## src/rtl/head_ptr_unit.sv

```systemverilog
// Tape-head controller: owns the data-tape head pointer, steps multi-cell moves one
// cell per clock, supports direct load and a small save/restore stack of positions.
module head_ptr_unit #(
    parameter int ADDR_W      = 8,
    parameter int STEP_W      = 4,
    parameter int STACK_DEPTH = 4,
    parameter int WRAP_MODE   = 1
) (
    input  logic              clk,
    input  logic              reset,
    input  logic              cmd_valid,
    input  logic [2:0]        cmd_op,
    input  logic [STEP_W-1:0] cmd_amount,
    input  logic [ADDR_W-1:0] load_value,
    output logic              cmd_ready,
    output logic [ADDR_W-1:0] head_ptr,
    output logic              head_step,
    output logic              busy,
    output logic              bound_fault,
    output logic              stack_err,
    output logic              stack_empty,
    output logic              stack_full
);

    // state     | meaning
    // ST_IDLE   | accepting commands
    // ST_MOVING | stepping the rest of a multi-cell move, commands ignored
    typedef enum logic {ST_IDLE, ST_MOVING} state_t;

    localparam int DEPTH_W = $clog2(STACK_DEPTH + 1);

    localparam logic [2:0] OP_MVR       = 3'd1;
    localparam logic [2:0] OP_MVL       = 3'd2;
    localparam logic [2:0] OP_LOAD      = 3'd3;
    localparam logic [2:0] OP_PUSH      = 3'd4;
    localparam logic [2:0] OP_POP       = 3'd5;
    localparam logic [2:0] OP_CLR_FAULT = 3'd6;

    state_t              r_state;
    logic [ADDR_W-1:0]   r_head;
    logic [STEP_W-1:0]   r_remaining;
    logic                r_dir;
    logic                r_head_step;
    logic                r_bound_fault;
    logic                r_stack_err;
    logic [DEPTH_W-1:0]  r_depth;
    logic [ADDR_W-1:0]   r_stack [STACK_DEPTH];

    state_t              w_state_nxt;
    logic [ADDR_W-1:0]   w_head_nxt;
    logic [STEP_W-1:0]   w_remaining_nxt;
    logic                w_dir_nxt;
    logic                w_stepped;
    logic                w_bound_fault_nxt;
    logic                w_stack_err_nxt;
    logic [DEPTH_W-1:0]  w_depth_nxt;
    logic                w_push;
    logic                w_step_en;
    logic                w_step_dir;
    logic                w_blocked;
    logic                w_accept;
    logic                w_full;
    logic                w_empty;
    logic [ADDR_W-1:0]   w_top;

    assign w_accept = cmd_valid && (r_state == ST_IDLE);
    assign w_full   = (r_depth == DEPTH_W'(STACK_DEPTH));
    assign w_empty  = (r_depth == '0);

    always_comb begin
        w_top = '0;
        for (int i = 0; i < STACK_DEPTH; i++) begin
            if (r_depth == DEPTH_W'(i + 1)) begin
                w_top = r_stack[i];
            end
        end
    end

    always_comb begin
        w_state_nxt       = r_state;
        w_head_nxt        = r_head;
        w_remaining_nxt   = r_remaining;
        w_dir_nxt         = r_dir;
        w_stepped         = 1'b0;
        w_bound_fault_nxt = r_bound_fault;
        w_stack_err_nxt   = r_stack_err;
        w_depth_nxt       = r_depth;
        w_push            = 1'b0;
        w_step_en         = 1'b0;
        w_step_dir        = r_dir;
        w_blocked         = 1'b0;

        case (r_state)
            ST_IDLE: begin
                if (w_accept) begin
                    case (cmd_op)
                        OP_MVR, OP_MVL: begin
                            if (cmd_amount != '0) begin
                                w_step_en       = 1'b1;
                                w_step_dir      = (cmd_op == OP_MVR);
                                w_dir_nxt       = w_step_dir;
                                w_remaining_nxt = cmd_amount - STEP_W'(1);
                                w_state_nxt     = (cmd_amount > STEP_W'(1)) ? ST_MOVING : ST_IDLE;
                            end
                        end
                        OP_LOAD: w_head_nxt = load_value;
                        OP_PUSH: begin
                            if (w_full) begin
                                w_stack_err_nxt = 1'b1;
                            end else begin
                                w_push      = 1'b1;
                                w_depth_nxt = r_depth + DEPTH_W'(1);
                            end
                        end
                        OP_POP: begin
                            if (w_empty) begin
                                w_stack_err_nxt = 1'b1;
                            end else begin
                                w_head_nxt  = w_top;
                                w_depth_nxt = r_depth - DEPTH_W'(1);
                            end
                        end
                        OP_CLR_FAULT: begin
                            w_bound_fault_nxt = 1'b0;
                            w_stack_err_nxt   = 1'b0;
                        end
                        default: ;
                    endcase
                end
            end
            ST_MOVING: begin
                w_step_en       = 1'b1;
                w_remaining_nxt = r_remaining - STEP_W'(1);
                w_state_nxt     = (r_remaining == STEP_W'(1)) ? ST_IDLE : ST_MOVING;
            end
            default: w_state_nxt = ST_IDLE;
        endcase

        // In saturate mode a step off either end is dropped and aborts the rest of the move.
        if (w_step_en) begin
            w_blocked = (WRAP_MODE == 0) &&
                        (w_step_dir ? (r_head == {ADDR_W{1'b1}}) : (r_head == '0));
            if (w_blocked) begin
                w_bound_fault_nxt = 1'b1;
                w_remaining_nxt   = '0;
                w_state_nxt       = ST_IDLE;
            end else begin
                w_head_nxt = w_step_dir ? (r_head + ADDR_W'(1)) : (r_head - ADDR_W'(1));
                w_stepped  = 1'b1;
            end
        end
    end

    always_ff @(posedge clk) begin
        if (reset) begin
            r_state       <= ST_IDLE;
            r_head        <= '0;
            r_remaining   <= '0;
            r_dir         <= 1'b0;
            r_head_step   <= 1'b0;
            r_bound_fault <= 1'b0;
            r_stack_err   <= 1'b0;
            r_depth       <= '0;
        end else begin
            r_state       <= w_state_nxt;
            r_head        <= w_head_nxt;
            r_remaining   <= w_remaining_nxt;
            r_dir         <= w_dir_nxt;
            r_head_step   <= w_stepped;
            r_bound_fault <= w_bound_fault_nxt;
            r_stack_err   <= w_stack_err_nxt;
            r_depth       <= w_depth_nxt;
        end
    end

    // Stack contents need no reset; depth alone decides what is valid.
    always_ff @(posedge clk) begin
        for (int i = 0; i < STACK_DEPTH; i++) begin
            if (w_push && (r_depth == DEPTH_W'(i))) begin
                r_stack[i] <= r_head;
            end
        end
    end

    assign cmd_ready   = (r_state == ST_IDLE);
    assign busy        = (r_state == ST_MOVING);
    assign head_ptr    = r_head;
    assign head_step   = r_head_step;
    assign bound_fault = r_bound_fault;
    assign stack_err   = r_stack_err;
    assign stack_empty = w_empty;
    assign stack_full  = w_full;

endmodule

```

## config.mk

```make
export PLATFORM = sky130hd
export DESIGN_NAME = head_ptr_unit
export DESIGN_NICKNAME = d
export VERILOG_FILES = /design/src/rtl/head_ptr_unit.sv
export SDC_FILE = /design/constraint.sdc
export NUM_CORES = 1
export LEC_CHECK = 0
export CORE_MARGIN = 2
export CORE_UTILIZATION = 56
export DETAILED_ROUTE_END_ITERATION = 10
export PLACE_DENSITY_LB_ADDON = 0.05
export SLEW_MARGIN = 20
export SYNTH_ARGS = -nofsm -noshare
export SYNTH_HDL_FRONTEND = slang
export SYNTH_SLANG_ARGS = --single-unit
```

## constraint.sdc

```tcl
create_clock -name clk -period 3.9 [get_ports clk]
set_input_delay 0.585 -clock clk [delete_from_list [all_inputs] [get_ports clk]]
set_output_delay 0.585 -clock clk [all_outputs]
set_load 0.01 [all_outputs]
```

* Word-level counts from Yosys, hierarchy flattened
Memory sizes are Yosys's and may differ from the RTL's. Cells that the tools add are included.
Storage, ports and cells: register bits 19, RAM bits 32, bits of input ports 18, output and inout port bits 15, logic and storage cells 111, memories 1
Operators by class: add/sub/neg operators 6, order comparisons 1, equal/unequal tests 20, muxes and demuxes 56, bitwise logic cells 1, reductions and logical operators 19
Memories:
- r_stack | depth 4, width 8, read ports 4, clocked after Yosys merged registers in 0, write ports 1, line 47 | logic [ADDR_W-1:0] r_stack [STACK_DEPTH];
Operators by type and width (count):
- $mux W8 | 12
- $mux W1 | 30
- $reduce_or A8 Y1 | 3
- $pmux W8 S2 | 1
- $eq A3 B2 Y1 const B | 4
- $eq A3 B3 Y1 const B | 4
- $mux W4 | 3
- $reduce_and A5 Y1 | 2
- $add A8 B1 Y8 const B | 1
- $ne A2 B1 Y1 const B | 4
- $ne A2 B2 Y1 const B | 4
- $pmux W4 S2 | 1
- $sub A4 B1 Y4 const B | 2
- $sub A8 B1 Y8 const B | 1
- $eq A3 B1 Y1 const B | 2
- $mux W2 | 3
- $mux W3 | 2
- $pmux W3 S2 | 1
- $reduce_bool A3 Y1 | 2
- $logic_and A1 B1 Y1 | 5
- $eq A4 B1 Y1 const B | 1
- $gt A4 B1 Y1 const B | 1
- $pmux W1 S2 | 2
- $reduce_and A4 Y1 | 1
- 10 further kinds | 11

* Logic depth before layout (Yosys ltp)
Gate-level depths: netlist of the first run.
depth after elaboration 12, mapped depth 12

* Worst setup path before layout of the first run
Ideal clock, no wire load.
path type in2reg, from input port cmd_amount[0], to register r_head[4], in the netlist head_ptr[4], data arrival time 3.180 ns, data required time 3.837 ns, path slack 0.657 ns, cell stages on the path 11, path buffers 0, cells stage by stage inv_1 -> ha_1 -> nor3b_1 -> nor4_2 -> nor2_1 -> xnor2_1 -> ha_1 -> or4_1 -> or3_1 -> a2111o_1 -> nand3_1
On the way: longest elaborated chain between the ends 7, elaborated cells on any way between the ends 16, classes of those cells 2 x eq/ne; 10 x mux; 4 x reduce/logical
RTL lines:
- start, declared | line 13 | input logic [STEP_W-1:0] cmd_amount,
- $reduce_bool A4 Y1 (*) | line 98 | if (cmd_amount != '0) begin
- $mux W1 | line 98
- $mux W1 | line 96 | case (cmd_op)
- $mux W1 | line 95 | if (w_accept) begin
- $pmux W1 S2 / $mux W1 (equally long branches) | line 93 | case (r_state)
- $ne A3 B3 Y1 (no source line) (tied with other cells)
- $reduce_and A4 Y1 (no source line) / $mux W8 (equally long branches)
- end signal, assigned | line 166 | r_head <= w_head_nxt;
- end, declared | line 40 | logic [ADDR_W-1:0] r_head;
Mark *: on every way between the ends. The rest lies on a longest branch, timed or not. A chain may end at the register's enable or synchronous reset.

* Worst setup path after layout of the first run
Ends and elaborated chain as after synthesis.

==> out/metrics.cfg, run 1 <==
[cts]
holdBufCountCts = 0
postCtsSetupBuffers = 0
cts_root_buf = clkbuf_8
numCtsBuffers = 5
clkSinkCount = 51
cts_resized = 0
cts_tree = yes
clk_pin_slew_ns = 0.09
htree_levels = 2
insertion_delay_ns = 0.30
clock_path_buffers = 2

[global_route]
antenna_found_initial = 0
grt_max_degree = 23
grt_pass1_vias = 2115
grt_pass1_wl_mm = 10.6
track_usage_pct = 25.1
grt-ovfl-total = 0

[place]
gp_congestion = 0.842
port_buffers = 31
dpl.hpwl_mm = 4.68

[route]
route.vias.total = 2352
routed_wl_mm = 6.75
post-route-drc-count = 0
drtAntennaViolNets = 0
first_pass_iters = 5
vias_per_cell = 6.22
drt_iter0_markers = 216
post_drt_wl_per_cell_um = 17.8

[synth]
ys_seq_area_share_pct = 47.1
syn_area_um2 = 2850
yosysWarnings = 0
synth_top_area_share_pct = 33.7
synth_cell_types = 58
async_flop_share_pct = 0
postSynthCellCount = 280
synth_edf_count = 32
postSynthAreaPerCell_um2 = 10.2
synthTopCellsByArea = edfxtp_1 34%, dfxtp_1 13%, ha_1 4.8%, a221oi_1 2.8%, inv_1 2.5%
synth_top_area_cell = edfxtp_1
syn-num-nets = 309
yosys_most_used_dff = edfxtp_1
ys_seq_elements = 51

[job]
max_cap_violations = 0

[setup_path]
cp-end-kind = register
cp.arrival_ns = 3.79
crit_start = cmd_amount[0]
rr_startpoint = busy
r2r_slack_ns = 0.90
critPathMaxFanout = 8
startpoint_type = primary input
r2r_cells = 9
critPathKind = primary input to register
rr_endpoint = head_ptr[4]
cp.required_ns = 4.15

[power_and_ir_drop]
vdd_drop_max_mv = 0.228
switchingPower_uw = 331
cellLeakagePower_nw = 1.18
intPower_uw = 905
power_density_nw_per_um2 = 369
combPwrFrac_pct = 18.2
swShare_pct = 26.8
seqPwrFrac_pct = 52.0
p_clk_share_pct = 29.7

[min_path]
worstHoldPathType = register to register
hold_path_end = r_remaining[1]
worstHoldStart = r_remaining[1]
min_path_cells = 2

[floorplan]
die_width_um = 75.3
fp.dieH_um = 75.3
boundaryPins = 33
core_um2 = 4820
rows = 25
initial_core_util_pct = 59.2
dieArea_um2 = 5680

[status]
status = completed

[sta]
setup_tns_ns = 0
setup_viol = 0
holdWs_ns = 0.485
hold_violations = 0
finalCritPeriodShare_pct = 90.8
rsz0062_at_grt = no
max_freq_mhz = 283
worst_slew_pin_slew_ns = 0.894
relSlewSlack_pct = 40.2
period_needed_ns = 3.54
clock_skew_ns = 0.00415
drv_slew = 0

[layout]
area_growth_pct = 17.4
nFillCells = 403
diodes = 0
drive_above_1_share_pct = 8.04
fin_nets = 339

power groups by stage:
| stage | Clock [mW] | Combinational, mW | Sequential, mW |
|---|---|---|---|
| after floorplan | 0 | 0.137 | 0.645 |
| after global placement | 0 | 0.220 | 0.654 |
| after detailed placement | 0 | 0.224 | 0.654 |
| after CTS | 0.371 | 0.225 | 0.642 |
| after global routing | 0.388 | 0.250 | 0.648 |
| final | 0.368 | 0.225 | 0.643 |
kinds of logic after synthesis:
| kind of cell | Yosys count | synth area share [%] |
|---|---|---|
| AND/OR/NAND/NOR | 89 | 18.0 |
| AO/OA/AOI/OAI | 82 | 21.6 |
| XOR/XNOR | 8 | 2.46 |
| other | 1 | 0.132 |
| buffers and inverters | 36 | 5.22 |
| adder cells (fa/ha/maj) | 11 | 4.83 |
| multiplexers | 2 | 0.702 |
| flip-flops | 51 | 47.1 |
metrics by stage:
step	area, um2	power, mW	setup slack, ns	std cells	utilization [%]
after detailed placement	3230	0.879	0.0389	370	67.1
after CTS	3350	1.24	0.357	378	69.5
after floorplan	2850	0.782	0.657	280	-
after global placement	3230	0.875	0.133	370	67.1
after global routing	3350	1.29	0.153	378	69.5
final	3350	1.24	0.360	378	69.5
worst max-delay path by stage:
stage                       end  cells after the start  slack (ns)
floorplan           head_ptr[4]                     11        0.66
finish              head_ptr[4]                     12        0.36
global placement    head_ptr[4]                     12        0.13
global route        head_ptr[4]                     12        0.15
detailed placement  head_ptr[4]                     12        0.04
CTS                 head_ptr[4]                     12        0.36
worst max-delay path, cell delays in order:
cell and delay (ns):
clkdlybuf4s50_1 0.44, inv_1 0.11, ha_1 0.20, nor3b_1 0.53, o31a_4 0.28, nor2_1 0.07, xnor2_1 0.14, ha_1 0.19
or4_1 0.41, or3_1 0.35, a2111o_1 0.42, nand3_1 0.08
cell usage after synthesis (all sizes together) (4+ instances only):
cell and instances:
nor3 8, nor2 19, and2 4, dfxtp 19, o21ai 9, inv 19, a221o 6, a21o 4
a21oi 14, a221oi 9, xnor2 6, clkbuf 9, nand3b 7, buf 8, nor2b 9, o211ai 4
nand2 10, ha 11, nand3 8, edfxtp 32, a211oi 9, o22ai 6
final cells by class:
cell class	count	area [um2]	share of cell area, %
inverters	19	71.3	2.13
clock buffers	5	68.8	2.06
clock inverters	3	43.8	1.31
flip-flops and latches	51	1340	40.1
well taps	67	83.8	2.50
repair buffers	40	378	11.3
multi-input cells	193	1360	40.6
layout by cell type, fill, tap and decap left out, drive strengths merged, types with 8 or more instances in the layout:
master          n
edfxtp         32
clkdlybuf4s50  31
inv            19
nor2           19
dfxtp          19
a21oi          14
ha             11
nand2          10
nor2b           9
o21ai           9
a211oi          9
a221oi          9
buf             9
nor3            8
nand3           8
routing by layer:
metal	GRT usage, %	part of all wire [%]	vias to the layer above
met5	0	0	-
met4	7.02	1.1	0
met3	5.29	7.0	8
met2	38.6	47	97
met1	36.1	44	1119
li1	-	-	1128
state kept, by name, summed over array words and instances (netlist names):
name         count
head_step        1
r_depth          3
r_stack         32
busy             1
r_dir            1
r_remaining      4
head_ptr         8
stack_err        1
No activity file was read; power rests on OpenSTA's default activity.
==> inputs of run 2 (changes only) <==
REMOVE_ABC_BUFFERS = 1   (was not set)
==> run 2 against run 1 <==
Sequential share of layout area grew 0.35 points. Power fell by 5.7%. Clock power down 19%. Flip-flop and latch count unchanged. Final area is 0.86% lower. Sequential power hardly changed. Critical path type unchanged. Critical endpoint unchanged.
==> out/metrics.cfg, run 2 (synthesis results as in run 1) <==
[status]
status = completed  ; unchanged

[min_path]
min_path_cells = 2  ; unchanged
worstHoldPathType = register to register  ; unchanged

[layout]
drive_above_1_share_pct = 7.40  ; was 8.04%
fin_nets = 339  ; unchanged
diodes = 0  ; unchanged
ff_latch_area_um2 = 1340  ; unchanged
nFillCells = 401  ; was 403
final_cell_area_um2 = 3320  ; was 3350 um2
regMostFlops = r_stack  ; unchanged
layoutNonFillerInstCount = 378  ; unchanged
largest_reg_flops = 32  ; unchanged
mostFrequentLayoutCells = 32 x edfxtp_1, 31 x clkdlybuf4s50_1, 19 x inv_1, 19 x nor2_1, 19 x dfxtp_1  ; unchanged
multi_input_area_um2 = 1360  ; unchanged
area_growth_pct = 16.4  ; was 17.4%
final_common_cell = edfxtp_1  ; unchanged

[floorplan]
rows = 25  ; unchanged
initial_core_util_pct = 59.2  ; unchanged
die_width_um = 75.3  ; unchanged
boundaryPins = 33  ; unchanged
core_um2 = 4820  ; unchanged
dieArea_um2 = 5680  ; unchanged
fp.dieH_um = 75.3  ; unchanged

[route]
route.vias.total = 2314  ; was 2352
drtAntennaViolNets = 0  ; unchanged
routed_wl_mm = 6.69  ; was 6.75 mm
post-route-drc-count = 0  ; unchanged
drt_iter0_markers = 190  ; was 216
first_pass_iters = 5  ; unchanged
post_drt_wl_per_cell_um = 17.7  ; was 17.8 um
vias_per_cell = 6.12  ; was 6.22

[sta]
holdWs_ns = 0.479  ; was 0.485 ns
worst_slew_pin_slew_ns = 0.694  ; was 0.894 ns
max_freq_mhz = 276  ; was 283 MHz
hold_violations = 0  ; unchanged
setup_slack_ns = 0.279  ; was 0.360 ns
period_needed_ns = 3.62  ; was 3.54 ns
drv_slew = 0  ; unchanged
rsz0062_at_grt = no  ; unchanged
clock_skew_ns = 0.0111  ; was 0.00415 ns
finalCritPeriodShare_pct = 92.8  ; was 90.8%
relSlewSlack_pct = 53.7  ; was 40.2%
setup_viol = 0  ; unchanged

[global_route]
grt_max_degree = 21  ; was 23
grt-ovfl-total = 0  ; unchanged
track_usage_pct = 25.5  ; was 25.1%
antenna_found_initial = 0  ; unchanged
grt_pass1_wl_mm = 10.6  ; about the same
grt_pass1_vias = 2133  ; was 2115

[cts]
htree_levels = 2  ; unchanged
holdBufCountCts = 0  ; unchanged
cts_resized = 0  ; unchanged
cts_root_buf = clkbuf_8  ; unchanged
postCtsSetupBuffers = 0  ; unchanged
insertion_delay_ns = 0.32  ; was 0.30 ns
clkSinkCount = 51  ; unchanged
cts_tree = yes  ; unchanged
numCtsBuffers = 5  ; unchanged
clock_path_buffers = 2  ; unchanged
clk_pin_slew_ns = 0.09  ; about the same

[job]
max_cap_violations = 0  ; unchanged

[setup_path]
r2r_cells = 9  ; unchanged
startpoint_type = primary input  ; unchanged
cp.required_ns = 4.15  ; about the same
critPathMaxFanout = 8  ; unchanged
critPathKind = primary input to register  ; unchanged
cp.arrival_ns = 3.88  ; was 3.79 ns
cp-end-kind = register  ; unchanged

[place]
dp_slack_ns = -0.00152  ; was 0.0389 ns
placed_cells = 370  ; unchanged
place_area_um2 = 3230  ; unchanged
gp_congestion = 0.889  ; was 0.842
dpl.hpwl_mm = 4.75  ; was 4.68 mm
port_buffers = 31  ; unchanged

[power_and_ir_drop]
power.total_mw = 1.17  ; was 1.24 mW
power_density_nw_per_um2 = 351  ; was 369 nW/um2
vdd_drop_max_mv = 0.332  ; was 0.228 mV
cellLeakagePower_nw = 1.16  ; was 1.18 nW

run 2: power by group:
part	switching [mW]	internal (mW)	total (mW)
clock network	0.176	0.122	0.298
logic	0.114	0.112	0.226
registers	0.0408	0.602	0.642
run 2: per-stage QoR:
| step | TNS [ns] | util (%) |
|---|---|---|
| after global routing | 0 | 68.9 |
| after floorplan | 0 | - |
| after detailed placement | -0.00152 | 67.1 |
| after CTS | 0 | 68.9 |
| after global placement | 0 | 67.1 |
| final | 0 | 68.9 |
run 2: final timing paths:
kind / slack, ns / startpoint / to
max reg2reg: 0.85 / busy / head_ptr[4]
max: 0.28 / cmd_amount[0] / head_ptr[4]
min reg2reg: 0.48 / r_remaining[1] / r_remaining[1]
min: 0.48 / r_remaining[1] / r_remaining[1]
run 2: cell type report:
cell class              count  area share [%]
flip-flops and latches     51            40.4
repair buffers             40            11.4
clock inverters             3           0.452
inverters                  19            2.15
well taps                  67            2.53
clock buffers               5            2.07
multi-input cells         193            41.0
run 2: critical path, stage by stage:
cell	delay, ns
clkdlybuf4s50_1	0.44
inv_1	0.11
ha_1	0.20
nor3b_1	0.55
o31a_4	0.29
nor2_1	0.07
xnor2_1	0.14
ha_1	0.23
or4_1	0.43
or3_1	0.34
a2111o_1	0.41
nand3_1	0.08
run 2: layer usage:
| layer | share of wire (%) | global-route usage, % | vias up |
|---|---|---|---|
| li1 | - | - | 1131 |
| met5 | 0 | 0 | - |
| met2 | 45 | 39.9 | 80 |
| met1 | 46 | 36.3 | 1098 |
| met4 | 1.2 | 7.02 | 0 |
| met3 | 8.0 | 5.42 | 5 |
==> inputs of run 3 (changes only) <==
CORE_UTILIZATION = 58   (was 56)
CTS_BUF_LIST = sky130_fd_sc_hd__clkbuf_8   (was not set)
==> run 3 against run 2 <==
Sequential share of layout area is 0.091 points lower. Power is 2.1% higher. Critical path depth stayed put. Hold slack worse by 0.0065 ns. Wire length is 0.33% lower. Non-clock buffer count is 1 lower. Flip-flop and latch count stayed put. Sequential power hardly changed. Clock-buffer cell count is 1 higher. Register-to-register slack worse by 0.04 ns. Via count is 0.91% higher.
==> out/metrics.cfg, run 3 (synthesis results as in run 1) <==
[status]
status = completed  ; unchanged

[job]
max_cap_violations = 0  ; unchanged

[sta]
relSlewSlack_pct = 42.0  ; was 53.7%
drv_slew = 0  ; unchanged
setup_viol = 0  ; unchanged
max_freq_mhz = 276  ; about the same
worst_slew_pin_slew_ns = 0.867  ; was 0.694 ns
rsz0062_at_grt = no  ; unchanged
hold_violations = 0  ; unchanged
period_needed_ns = 3.63  ; was 3.62 ns
finalCritPeriodShare_pct = 93.0  ; was 92.8%
setup_slack_ns = 0.274  ; was 0.279 ns
clock_skew_ns = 0.00887  ; was 0.0111 ns
holdWs_ns = 0.473  ; was 0.479 ns
setup_tns_ns = 0  ; unchanged

[global_route]
antenna_found_initial = 0  ; unchanged
grt_pass1_wl_mm = 10.2  ; was 10.6 mm
track_usage_pct = 25.2  ; was 25.5%
grt-ovfl-total = 0  ; unchanged
grt_pass1_vias = 2060  ; was 2133
grt_max_degree = 23  ; was 21

[route]
post_drt_wl_per_cell_um = 17.7  ; about the same
drtAntennaViolNets = 0  ; unchanged
first_pass_iters = 5  ; unchanged
route.vias.total = 2335  ; was 2314
vias_per_cell = 6.19  ; was 6.12
routed_wl_mm = 6.67  ; was 6.69 mm
drt_iter0_markers = 197  ; was 190
post-route-drc-count = 0  ; unchanged

[layout]
final_cell_area_um2 = 3330  ; was 3320 um2
mostFrequentLayoutCells = 32 x edfxtp_1, 31 x clkdlybuf4s50_1, 19 x inv_1, 19 x nor2_1, 19 x dfxtp_1  ; unchanged
diodes = 0  ; unchanged
post-route-util_pct = 70.4  ; was 68.9%
fin_nets = 338  ; was 339
area_growth_pct = 16.7  ; was 16.4%
nFillCells = 361  ; was 401
ff_latch_area_um2 = 1340  ; unchanged
multi_input_area_um2 = 1360  ; unchanged
largest_reg_flops = 32  ; unchanged
final_common_cell = edfxtp_1  ; unchanged
layoutNonFillerInstCount = 377  ; was 378
regMostFlops = r_stack  ; unchanged
drive_above_1_share_pct = 7.74  ; was 7.40%

[floorplan]
boundaryPins = 33  ; unchanged
die_width_um = 74.1  ; was 75.3 um
dieArea_um2 = 5490  ; was 5680 um2
fp.dieH_um = 74.1  ; was 75.3 um
initial_core_util_pct = 60.3  ; was 59.2%
rows = 25  ; unchanged
core_um2 = 4720  ; was 4820 um2

[cts]
numCtsBuffers = 5  ; unchanged
htree_levels = 2  ; unchanged
cts_root_buf = clkbuf_8  ; unchanged
postCtsSetupBuffers = 0  ; unchanged
clk_pin_slew_ns = 0.09  ; about the same
clkSinkCount = 51  ; unchanged
cts_tree = yes  ; unchanged
holdBufCountCts = 0  ; unchanged
insertion_delay_ns = 0.30  ; was 0.32 ns
clock_path_buffers = 2  ; unchanged
cts_resized = 0  ; unchanged

[setup_path]
slowest_stage = nor3b_1  ; unchanged
startpoint_type = primary input  ; unchanged
crit_top_cell = ha_1  ; unchanged
slowest_delay_ns = 0.52  ; was 0.55 ns
path_buf_inv = 2  ; unchanged
critPathKind = primary input to register  ; unchanged
critPathMaxFanout = 8  ; unchanged
cp.arrival_ns = 3.87  ; was 3.88 ns
crit_chain = clkdlybuf4s50_1 -> inv_1 -> ha_1 -> nor3b_1 -> o31a_4 -> nor2_1 -> xnor2_1 -> ha_1 -> or4_1 -> or3_1 -> a2111o_1 -> nand3_1  ; unchanged
cp-end-kind = register  ; unchanged
cpLargestDelayFamily = simple AND/OR/NAND/NOR gates  ; unchanged
cp.required_ns = 4.14  ; was 4.15 ns

[power_and_ir_drop]
power.total_mw = 1.19  ; was 1.17 mW
vdd_drop_max_mv = 0.184  ; was 0.332 mV
power_density_nw_per_um2 = 358  ; was 351 nW/um2
cellLeakagePower_nw = 1.16  ; about the same

[place]
place_area_um2 = 3230  ; about the same
dp_slack_ns = -0.00606  ; was -0.00152 ns
gp_congestion = 0.847  ; was 0.889
dpl.hpwl_mm = 4.52  ; was 4.75 mm
port_buffers = 31  ; unchanged
placed_cells = 369  ; was 370

[min_path]
worstHoldPathType = register to register  ; unchanged

run 3: layout make-up:
| class | instances | share of cell area (%) |
|---|---|---|
| Clock inverter | 2 | 0.489 |
| Timing Repair Buffer | 39 | 11.1 |
| Multi-Input combinational cell | 193 | 40.9 |
| Tap cell | 67 | 2.52 |
| Inverter | 19 | 2.14 |
| Sequential cell | 51 | 40.3 |
| Clock buffer | 6 | 2.48 |
run 3: power by group:
group	internal (mW)	total [mW]	switching, mW
logic	0.111	0.225	0.114
registers	0.602	0.643	0.0417
clock network	0.145	0.323	0.177
total	0.858	1.19	0.333
run 3: final timing paths:
check	slack (ns)	start	cells past startpoint	endpoint
worst min register to register	0.47	r_remaining[1]	2	r_remaining[1]
worst max-delay path	0.27	cmd_amount[0]	12	head_ptr[4]
worst max register to register	0.81	busy	9	head_ptr[4]
worst min-delay path	0.47	r_remaining[1]	2	r_remaining[1]
run 3: worst reg2reg max path: stages, from the launching register on:
cell	delay (ns)
dfxtp_1	0.47
or3b_4	0.47
o31a_4	0.32
nor2_1	0.17
xnor2_1	0.09
ha_1	0.23
or4_1	0.43
or3_1	0.34
a2111o_1	0.42
nand3_1	0.08
run 3: routing by layer:
layer / global-route usage, % / vias to the layer above / share of wire, %
met5: 0 / - / 0
met4: 5.45 / 0 / 0.82
met3: 4.20 / 9 / 6.8
met2: 40.4 / 80 / 46
met1: 36.3 / 1119 / 46
li1: - / 1127 / -
